`src/rtl/uart_tx_fifo.sv`:
```
// Buffered 8N1 UART transmitter: byte FIFO feeding an LSB-first serialiser.
// Line outputs are registered so Tx_o, Busy_o and Done_o stay aligned.
module uart_tx_fifo #(
    parameter int CLOCK_HZ   = 10000000,
    parameter int BAUD       = 115200,
    parameter int FIFO_DEPTH = 16,
    localparam int AW        = $clog2(FIFO_DEPTH)
) (
    input  logic          Clock,
    input  logic          Reset,
    input  logic [7:0]    Data_i,
    input  logic          Write_i,
    output logic          Full_o,
    output logic          Empty_o,
    output logic [AW:0]   Count_o,
    output logic          Busy_o,
    output logic          Done_o,
    output logic          Tx_o
);

    localparam int CPB = CLOCK_HZ / BAUD;
    localparam int CW  = (CPB > 1) ? $clog2(CPB) : 1;
    localparam logic [CW-1:0] LAST  = CW'(CPB - 1);
    localparam logic [AW:0]   DEPTH = (AW+1)'(FIFO_DEPTH);

    typedef enum logic [1:0] {
        IDLE,
        START,
        DATA,
        STOP
    } state_t;

    state_t          state;
    state_t          state_nx;
    logic [7:0]      mem [FIFO_DEPTH];
    logic [AW-1:0]   wr_ptr;
    logic [AW-1:0]   rd_ptr;
    logic [AW:0]     count;
    logic [AW:0]     count_nx;
    logic            wr_en;
    logic            pop;
    logic            bit_end;
    logic [CW-1:0]   baud_cnt;
    logic [2:0]      bit_idx;
    logic [7:0]      shifter;

    // A write while full is dropped even if a pop frees a slot this cycle.
    assign wr_en   = Write_i & ~Full_o;
    assign bit_end = (baud_cnt == LAST);
    assign Count_o = count;

    // FIFO storage, no reset needed on the data array
    always_ff @(posedge Clock) begin
        if (wr_en) begin
            mem[wr_ptr] <= Data_i;
        end
    end

    // Occupancy after this cycle's write and pop
    always_comb begin
        count_nx = count;
        if (wr_en && !pop) begin
            count_nx = count + 1'b1;
        end else if (!wr_en && pop) begin
            count_nx = count - 1'b1;
        end
    end

    // Pointers, count and registered flags
    always_ff @(posedge Clock or negedge Reset) begin
        if (!Reset) begin
            wr_ptr  <= '0;
            rd_ptr  <= '0;
            count   <= '0;
            Full_o  <= 1'b0;
            Empty_o <= 1'b1;
        end else begin
            if (wr_en) begin
                wr_ptr <= wr_ptr + 1'b1;
            end
            if (pop) begin
                rd_ptr <= rd_ptr + 1'b1;
            end
            count   <= count_nx;
            Full_o  <= (count_nx == DEPTH);
            Empty_o <= (count_nx == '0);
        end
    end

    // Next-state logic; a pop happens only when leaving IDLE or STOP
    always_comb begin
        state_nx = state;
        pop      = 1'b0;
        case (state)
            IDLE: begin
                if (!Empty_o) begin
                    pop      = 1'b1;
                    state_nx = START;
                end
            end
            START: begin
                if (bit_end) begin
                    state_nx = DATA;
                end
            end
            DATA: begin
                if (bit_end && bit_idx == 3'd7) begin
                    state_nx = STOP;
                end
            end
            STOP: begin
                if (bit_end) begin
                    if (!Empty_o) begin
                        pop      = 1'b1;
                        state_nx = START;
                    end else begin
                        state_nx = IDLE;
                    end
                end
            end
            default: state_nx = IDLE;
        endcase
    end

    // State, baud timing, bit index and shifter
    always_ff @(posedge Clock or negedge Reset) begin
        if (!Reset) begin
            state    <= IDLE;
            baud_cnt <= '0;
            bit_idx  <= '0;
            shifter  <= '0;
        end else begin
            state <= state_nx;
            if (state_nx != state || state == IDLE || bit_end) begin
                baud_cnt <= '0;
            end else begin
                baud_cnt <= baud_cnt + 1'b1;
            end
            if (state == START) begin
                bit_idx <= '0;
            end else if (state == DATA && bit_end) begin
                bit_idx <= bit_idx + 1'b1;
            end
            if (pop) begin
                shifter <= mem[rd_ptr];
            end
        end
    end

    // Registered line outputs; reset forces the line idle at once
    always_ff @(posedge Clock or negedge Reset) begin
        if (!Reset) begin
            Tx_o   <= 1'b1;
            Busy_o <= 1'b0;
            Done_o <= 1'b0;
        end else begin
            case (state)
                START:   Tx_o <= 1'b0;
                DATA:    Tx_o <= shifter[bit_idx];
                default: Tx_o <= 1'b1;
            endcase
            Busy_o <= (state != IDLE);
            Done_o <= (state == STOP) && bit_end;
        end
    end

endmodule

```
`config.mk`:
```
export PLATFORM = sky130hd
export DESIGN_NAME = uart_tx_fifo
export DESIGN_NICKNAME = d
export VERILOG_FILES = /design/src/rtl/uart_tx_fifo.sv
export SDC_FILE = /design/constraint.sdc
export NUM_CORES = 1
export LEC_CHECK = 0
export CORE_ASPECT_RATIO = 1.75
export CORE_MARGIN = 10
export CORE_UTILIZATION = 65
export DETAILED_ROUTE_END_ITERATION = 16
export GPL_TIMING_DRIVEN = 1
export PLACE_DENSITY = 0.81
export SYNTH_ARGS = -nofsm -noshare
export SYNTH_HDL_FRONTEND = slang
export SYNTH_SLANG_ARGS = --single-unit
```
`constraint.sdc`:
```
create_clock -name Clock -period 4.6 [get_ports Clock]
set_input_delay 0.92 -clock Clock [delete_from_list [all_inputs] [get_ports Clock]]
set_output_delay 0.92 -clock Clock [all_outputs]
set_load 0.005 [all_outputs]
```
==> results of run 1 <==
-- flip-flops by register name, summed over array words and instances (netlist names), 2 cells and up --
| register | flops |
|---|---|
| baud_cnt | 7 |
| wr_ptr | 4 |
| shifter | 8 |
| state | 2 |
| rd_ptr | 4 |
| bit_idx | 3 |
| Count_o | 5 |
| mem | 128 |
-- routing by layer --
layer	global-route usage, %	vias up	routed length [um]
met4	6.44	0	253
met1	21.3	1941	5140
li1	-	1629	-
met2	36.3	117	8390
met3	4.93	23	566
met5	0	-	0
-- cells in the final DEF (no fill, tap or decap), types with 7 or more instances in the layout --
master	Yosys	routed
edfxtp_1	128	128
mux4_2	39	39
dfrtp_1	36	35
clkdlybuf4s50_1	0	19
nand2_1	17	17
and2_1	17	17
clkbuf_16	0	17
nor2_1	16	16
ha_1	16	16
inv_1	12	12
xnor2_1	11	11
nand3_1	9	9
mux2_2	9	9
nand4_1	7	7
-- worst register-to-register path: cells and delay by family (launching register included) --
kind,cells,cell delay [ns]
compound gates,2,1.04
xor+xnor,1,0.16
fa+ha+maj,1,0.34
buf+inv,2,0.20
flops,1,0.42
mux,1,0.36
simple gates,1,0.27
-- power groups by stage --
stage / sequential [W] / combinational [W] / clock (W)
floorplan: 0.00185 / 0.000262 / 0
global placement: 0.00188 / 0.000410 / 0
detailed placement: 0.00188 / 0.000424 / 0
CTS: 0.00186 / 0.000431 / 0.00134
global route: 0.00187 / 0.000466 / 0.00141
finish: 0.00186 / 0.000427 / 0.00132
-- final cells by class --
type	count	share of cell area, %
repair buffers	22	2.65
clock buffers	17	5.36
clock inverters	15	1.61
flip-flops and latches	166	60.5
well taps	130	2.05
inverters	13	0.615
multi-input cells	207	27.2
-- worst paths after layout --
path / end / cells after the start / slack, ns
min: shifter[0] / 1 / 0.51
max in group asynchronous: rd_ptr[0] / 1 / 3.43
min in group asynchronous: Full_o / 1 / 0.60
max: Empty_o / 8 / 1.71
min reg2reg: shifter[0] / 1 / 0.51
max reg2reg: Empty_o / 8 / 1.71
-- kinds of logic after synthesis --
logic type | Yosys count
AO/OA/AOI/OAI | 30
XOR/XNOR | 15
adder cells (fa/ha/maj) | 16
buffers and inverters | 29
flip-flops | 166
multiplexers | 55
AND/OR/NAND/NOR | 91
-- metrics by stage --
stage	cells	utilization [%]	instance area, um^2	hold WS, ns	power [W]
global placement	538	69.0	7380	0.488	0.00229
CTS	570	74.1	7930	0.512	0.00363
global route	570	74.1	7930	0.530	0.00375
floorplan	402	-	7090	0.475	0.00211
detailed placement	538	69.0	7380	0.497	0.00231
finish	570	74.1	7930	0.512	0.00361
==> flow_metrics.tcl, run 1 <==
set metrics [dict create \
    p_switching_w 0.000913 \
    combPwrFrac_pct 11.8 \
    design.die.area_um2 15700 \
    rows 50 \
    reg2reg_from "state[0]" \
    critPathMaxStageDelay_ns 0.78 \
    swShare_pct 25.3 \
    critPathBufInv 2 \
    async_flop_share_pct 22.9 \
    grt_usage_pct 19.7 \
    synth.area.top_cells "edfxtp_1, dfrtp_1, mux4_2" \
    slew_viol_final 0 \
    synth-main-ff-cell "edfxtp_1" \
    cts-htree-levels 4 \
    finalSetupViolations 0 \
    crit_start "state[0]" \
    synthAdderAreaFrac_pct 2.82 \
    intPower_w 0.00270 \
    tightest_slew_ns 1.30 \
    hpwlAfterDp_um 9920 \
    tns_ns 0 \
    first_pass_iters 5 \
    drc 0 \
    power_density_nw_per_um2 455 \
    core-area_um2 10700 \
    numCtsBuffers 17 \
    final_hold_viol_count 0 \
    leakagePower_nw 2.75 \
    synth_fp_nets 429 \
    peakVddDrop_mv 0.392 \
    synth_common_cells "edfxtp_1, mux4_2, dfrtp_1, and2_1, nand2_1" \
    synth_compound_area_share_pct 3.09 \
    synth_cell_types 51 \
    critPathRequiredTime_ns 4.93 \
    overflow 0 \
    yosysTopAreaCell "edfxtp_1" \
    synth.most_common_cell "edfxtp_1" \
    setup_ws_ns 1.71 \
    synth_edf_count 128 \
    num_antenna_cells 0 \
    cap_violations 0 \
    post_cts_buffers 0 \
    synth_top_family_by_area "multiplexers" \
    clockBufferDepth 2 \
    gp_congestion 0.823 \
    syn2layout_area_growth_pct 11.8 \
    startpoint_type "register" \
    initial_core_util_pct 66.3 \
    cpMaxStageDelayCell "o31ai_4" \
    p_seq_share_pct 51.5 \
    port_buffers 20 \
    clk_latency_ns 0.42 \
    rsz0062_at_grt "false" \
    die_x_um 99.0 \
    finalCritPeriodShare_pct 62.8 \
    cts_root_buf "clkbuf_16" \
    post-place-ws_ns 1.45 \
    wl_um 14300 \
    synth_xor_area_share_pct 1.96 \
    holdCritStartpoint "shifter[0]" \
    antenna_found_initial 0 \
    worstHoldPathType "reg2reg" \
    max_freq_mhz 346 \
    ys_seq_area_share_pct 67.6 \
    power_frac_clock_pct 36.7 \
    viasPerCell 6.51 \
    cp-end-kind "register" \
    cts.repair.resized 0 \
    critical-path-top-delay-family "compound AO/OA/AOI/OAI gates" \
    grt_max_degree 39 \
    status "finished, final reports clean" \
    synth-simple-area-share_pct 7.05 \
    synth_cells 402 \
    cts_hold_buf 0 \
    antenna_left 0 \
    worstPathArrival_ns 3.22 \
    cp_cell_sequence "inv_1 -> ha_1 -> or2_4 -> o31ai_4 -> mux2i_1 -> xnor2_2 -> inv_2 -> a211oi_1" \
    nFillCells 627 \
    grt_pass1_vias 3939 \
    fin_nets 454 \
    clk_pin_slew_ns 0.07 \
    relSlewSlack_pct 13.6 \
    ios 21 \
    drive_gt1_share_pct 20.7 \
    ys_ff_latch 166 \
    crit_type "reg2reg" \
    grt_pass1_wl_um 22900 \
    finClkSkew_ns 0.00909 \
    synth_top_area_share_pct 54.2 \
    synth_area_per_cell_um2 17.6 \
    seq_area_um2 4800 \
    multi_input_area_um2 2160 \
    yosys_warnings 0 \
    numClockSinks 166 \
    syn_area_um2 7090 \
    tritoncts "done" \
    wl_per_cell_um 25.2 \
    vias 3710 \
    period_minus_slack_ns 2.89 \
    die_y_um 158 \
    drt_first_iter_violations 264 \
    path_max_fanout 19 \
    synthMuxAreaShare_pct 15.5 \
]
Power figures use the tool's default switching activity.
==> run 2, diff against run 1 <==
CORE_UTILIZATION = 61   (was 65)
PLACE_DENSITY = 0.76   (was 0.81)
clock period = 2.8 ns   (was 4.6 ns; I/O delays follow)
==> run 2 against run 1 <==
Sequential share of layout area fell by 1.0 points. Via count is 2.3% lower. Global-route usage down 1.3 points. Setup slack got worse by 1.3 ns. Total power grew 73%. Final cell count up 1.6%. Register-to-register slack got worse by 1.3 ns. First-iteration DRC count grew 37%. Routed wire length is 3.5% lower. Worst hold slack got worse by 0.28 ns. Critical endpoint unchanged. Largest cell class unchanged.
==> flow_metrics.tcl, run 2 (synthesis results as in run 1) <==
set metrics [dict create \
    status "finished, final reports clean" \
    drc 0 \
    gp_congestion 0.836 \
    power_density_nw_per_um2 772 \
    core-area_um2 11500 \
    tns_ns 0 \
    overflow 0 \
    cp_cell_sequence "inv_1 -> ha_1 -> or2_4 -> o31ai_4 -> nor2_1 -> or3_1 -> a211oi_1" \
    clk_latency_ns 0.42 \
    critical-path-top-delay-family "simple AND/OR/NAND/NOR gates" \
    nFillCells 721 \
    worstPathArrival_ns 2.71 \
    numClockSinks 166 \
    cts_hold_buf 0 \
    clk_pin_slew_ns 0.06 \
    power_frac_clock_pct 40.1 \
    final_hold_viol_count 0 \
    wl_um 13800 \
    cts-htree-levels 4 \
    reg2reg_slack_ns 0.43 \
    combPwrFrac_pct 10.9 \
    critPathBufInv 1 \
    reg2reg_from "state[1]" \
    final_common_cell "edfxtp_1" \
    finClkSkew_ns 0.00805 \
    grt_usage_pct 18.4 \
    finalSetupViolations 0 \
    syn2layout_area_growth_pct 13.7 \
    swShare_pct 23.1 \
    peakVddDrop_mv 1.06 \
    p_switching_w 0.00144 \
    startpoint_type "register" \
    viasPerCell 6.26 \
    numCtsBuffers 17 \
    r2r_end "Empty_o" \
    p_seq_share_pct 49.0 \
    top_regs "mem x128, shifter x8, baud_cnt x7" \
    fin_nets 459 \
    slew_viol_final 0 \
    largest_register "mem" \
    hpwlAfterDp_um 9420 \
    rows 52 \
    drt_first_iter_violations 361 \
    drive_gt1_share_pct 20.7 \
    antenna_found_initial 0 \
    finalCritPeriodShare_pct 84.8 \
    num_antenna_cells 0 \
    setup_ws_ns 0.426 \
    clockBufferDepth 2 \
    intPower_w 0.00479 \
    cp-end-kind "register" \
    layout.cells.non_filler 579 \
    grt_pass1_vias 3981 \
    cts_root_buf "clkbuf_16" \
    cts.repair.resized 0 \
    relSlewSlack_pct 44.2 \
    vias 3625 \
    cap_violations 0 \
    critPathMaxStageDelay_ns 0.45 \
    wl_per_cell_um 23.9 \
    rr_worst_depth 7 \
    post-place-ws_ns 0.329 \
    worstHoldPathType "in2async" \
    cpMaxStageDelayCell "dfrtp_1" \
    leakagePower_nw 2.81 \
    tightest_slew_ns 0.837 \
    max_freq_mhz 421 \
    grt_pass1_wl_um 22600 \
    critPathRequiredTime_ns 3.13 \
    first_pass_iters 4 \
    crit_type "reg2reg" \
    die_y_um 163 \
    rsz0062_at_grt "false" \
    ios 21 \
    die_x_um 102 \
    path_max_fanout 7 \
    post_cts_buffers 0 \
    tritoncts "done" \
    grt_max_degree 39 \
    period_minus_slack_ns 2.37 \
    port_buffers 20 \
    dp_cells 548 \
    initial_core_util_pct 62.0 \
    design.die.area_um2 16500 \
    largest_reg_flops 128 \
    most-common-layout-cells "edfxtp_1, mux4_2, dfrtp_1, clkdlybuf4s50_1" \
    whs_ns 0.232 \
    antenna_left 0 \
]
run 2: changes by cell type in the layout (fill, tap and decap cells not counted), moves of 3 or more:
cell and delta:
clkbuf_1 +3, buf_4 +4, clkinv_2 -5, inv_6 -4, bufinv_16 +4
run 2: power groups by stage:
stage / Sequential [W] / Combinational, W / Clock (W)
after floorplan: 0.00304 / 0.000430 / 0
after global placement: 0.00309 / 0.000669 / 0
after detailed placement: 0.00310 / 0.000682 / 0
after CTS: 0.00305 / 0.000690 / 0.00253
after global routing: 0.00308 / 0.000751 / 0.00263
final: 0.00305 / 0.000682 / 0.00250
run 2: area by class of cell:
type	count	area [um^2]	area share, %
Timing Repair Buffer	27	260	3.23
Multi-Input combinational cell	207	2160	26.7
Clock inverter	11	199	2.47
Tap cell	135	169	2.09
Inverter	13	48.8	0.605
Clock buffer	20	437	5.41
Sequential cell	166	4800	59.5
run 2: layer usage:
layer / track usage, % / share of wire [%]
met5: 0 / 0
met4: 8.14 / 2.7
met3: 3.53 / 3.6
met2: 32.7 / 57
met1: 20.6 / 37
run 2: worst max path at each step:
stage          startpoint   endpoint  slack (ns)  cells after the start
2_1_floorplan    state[1]    Empty_o        0.57                      8
3_3_place_gp      Write_i    Empty_o        0.36                      8
3_5_place_dp      Write_i  mem[3][2]        0.33                      4
4_1_cts          state[1]    Empty_o        0.42                      8
5_1_grt          state[1]    Empty_o        0.23                      8
6_report         state[1]    Empty_o        0.43                      7
run 2: metrics by stage:
stage | instance area [um^2] | power (W) | util [%]
after floorplan | 7090 | 0.00347 | -
after global placement | 7430 | 0.00376 | 64.9
after detailed placement | 7430 | 0.00378 | 64.9
after CTS | 8070 | 0.00627 | 70.5
after global routing | 8070 | 0.00646 | 70.5
final | 8070 | 0.00623 | 70.5
run 2: worst reg2reg max path, stage by stage, from the launching register on:
cell	delay, ns
dfrtp_1	0.45
inv_1	0.12
ha_1	0.32
or2_4	0.27
o31ai_4	0.39
nor2_1	0.10
or3_1	0.40
a211oi_1	0.25
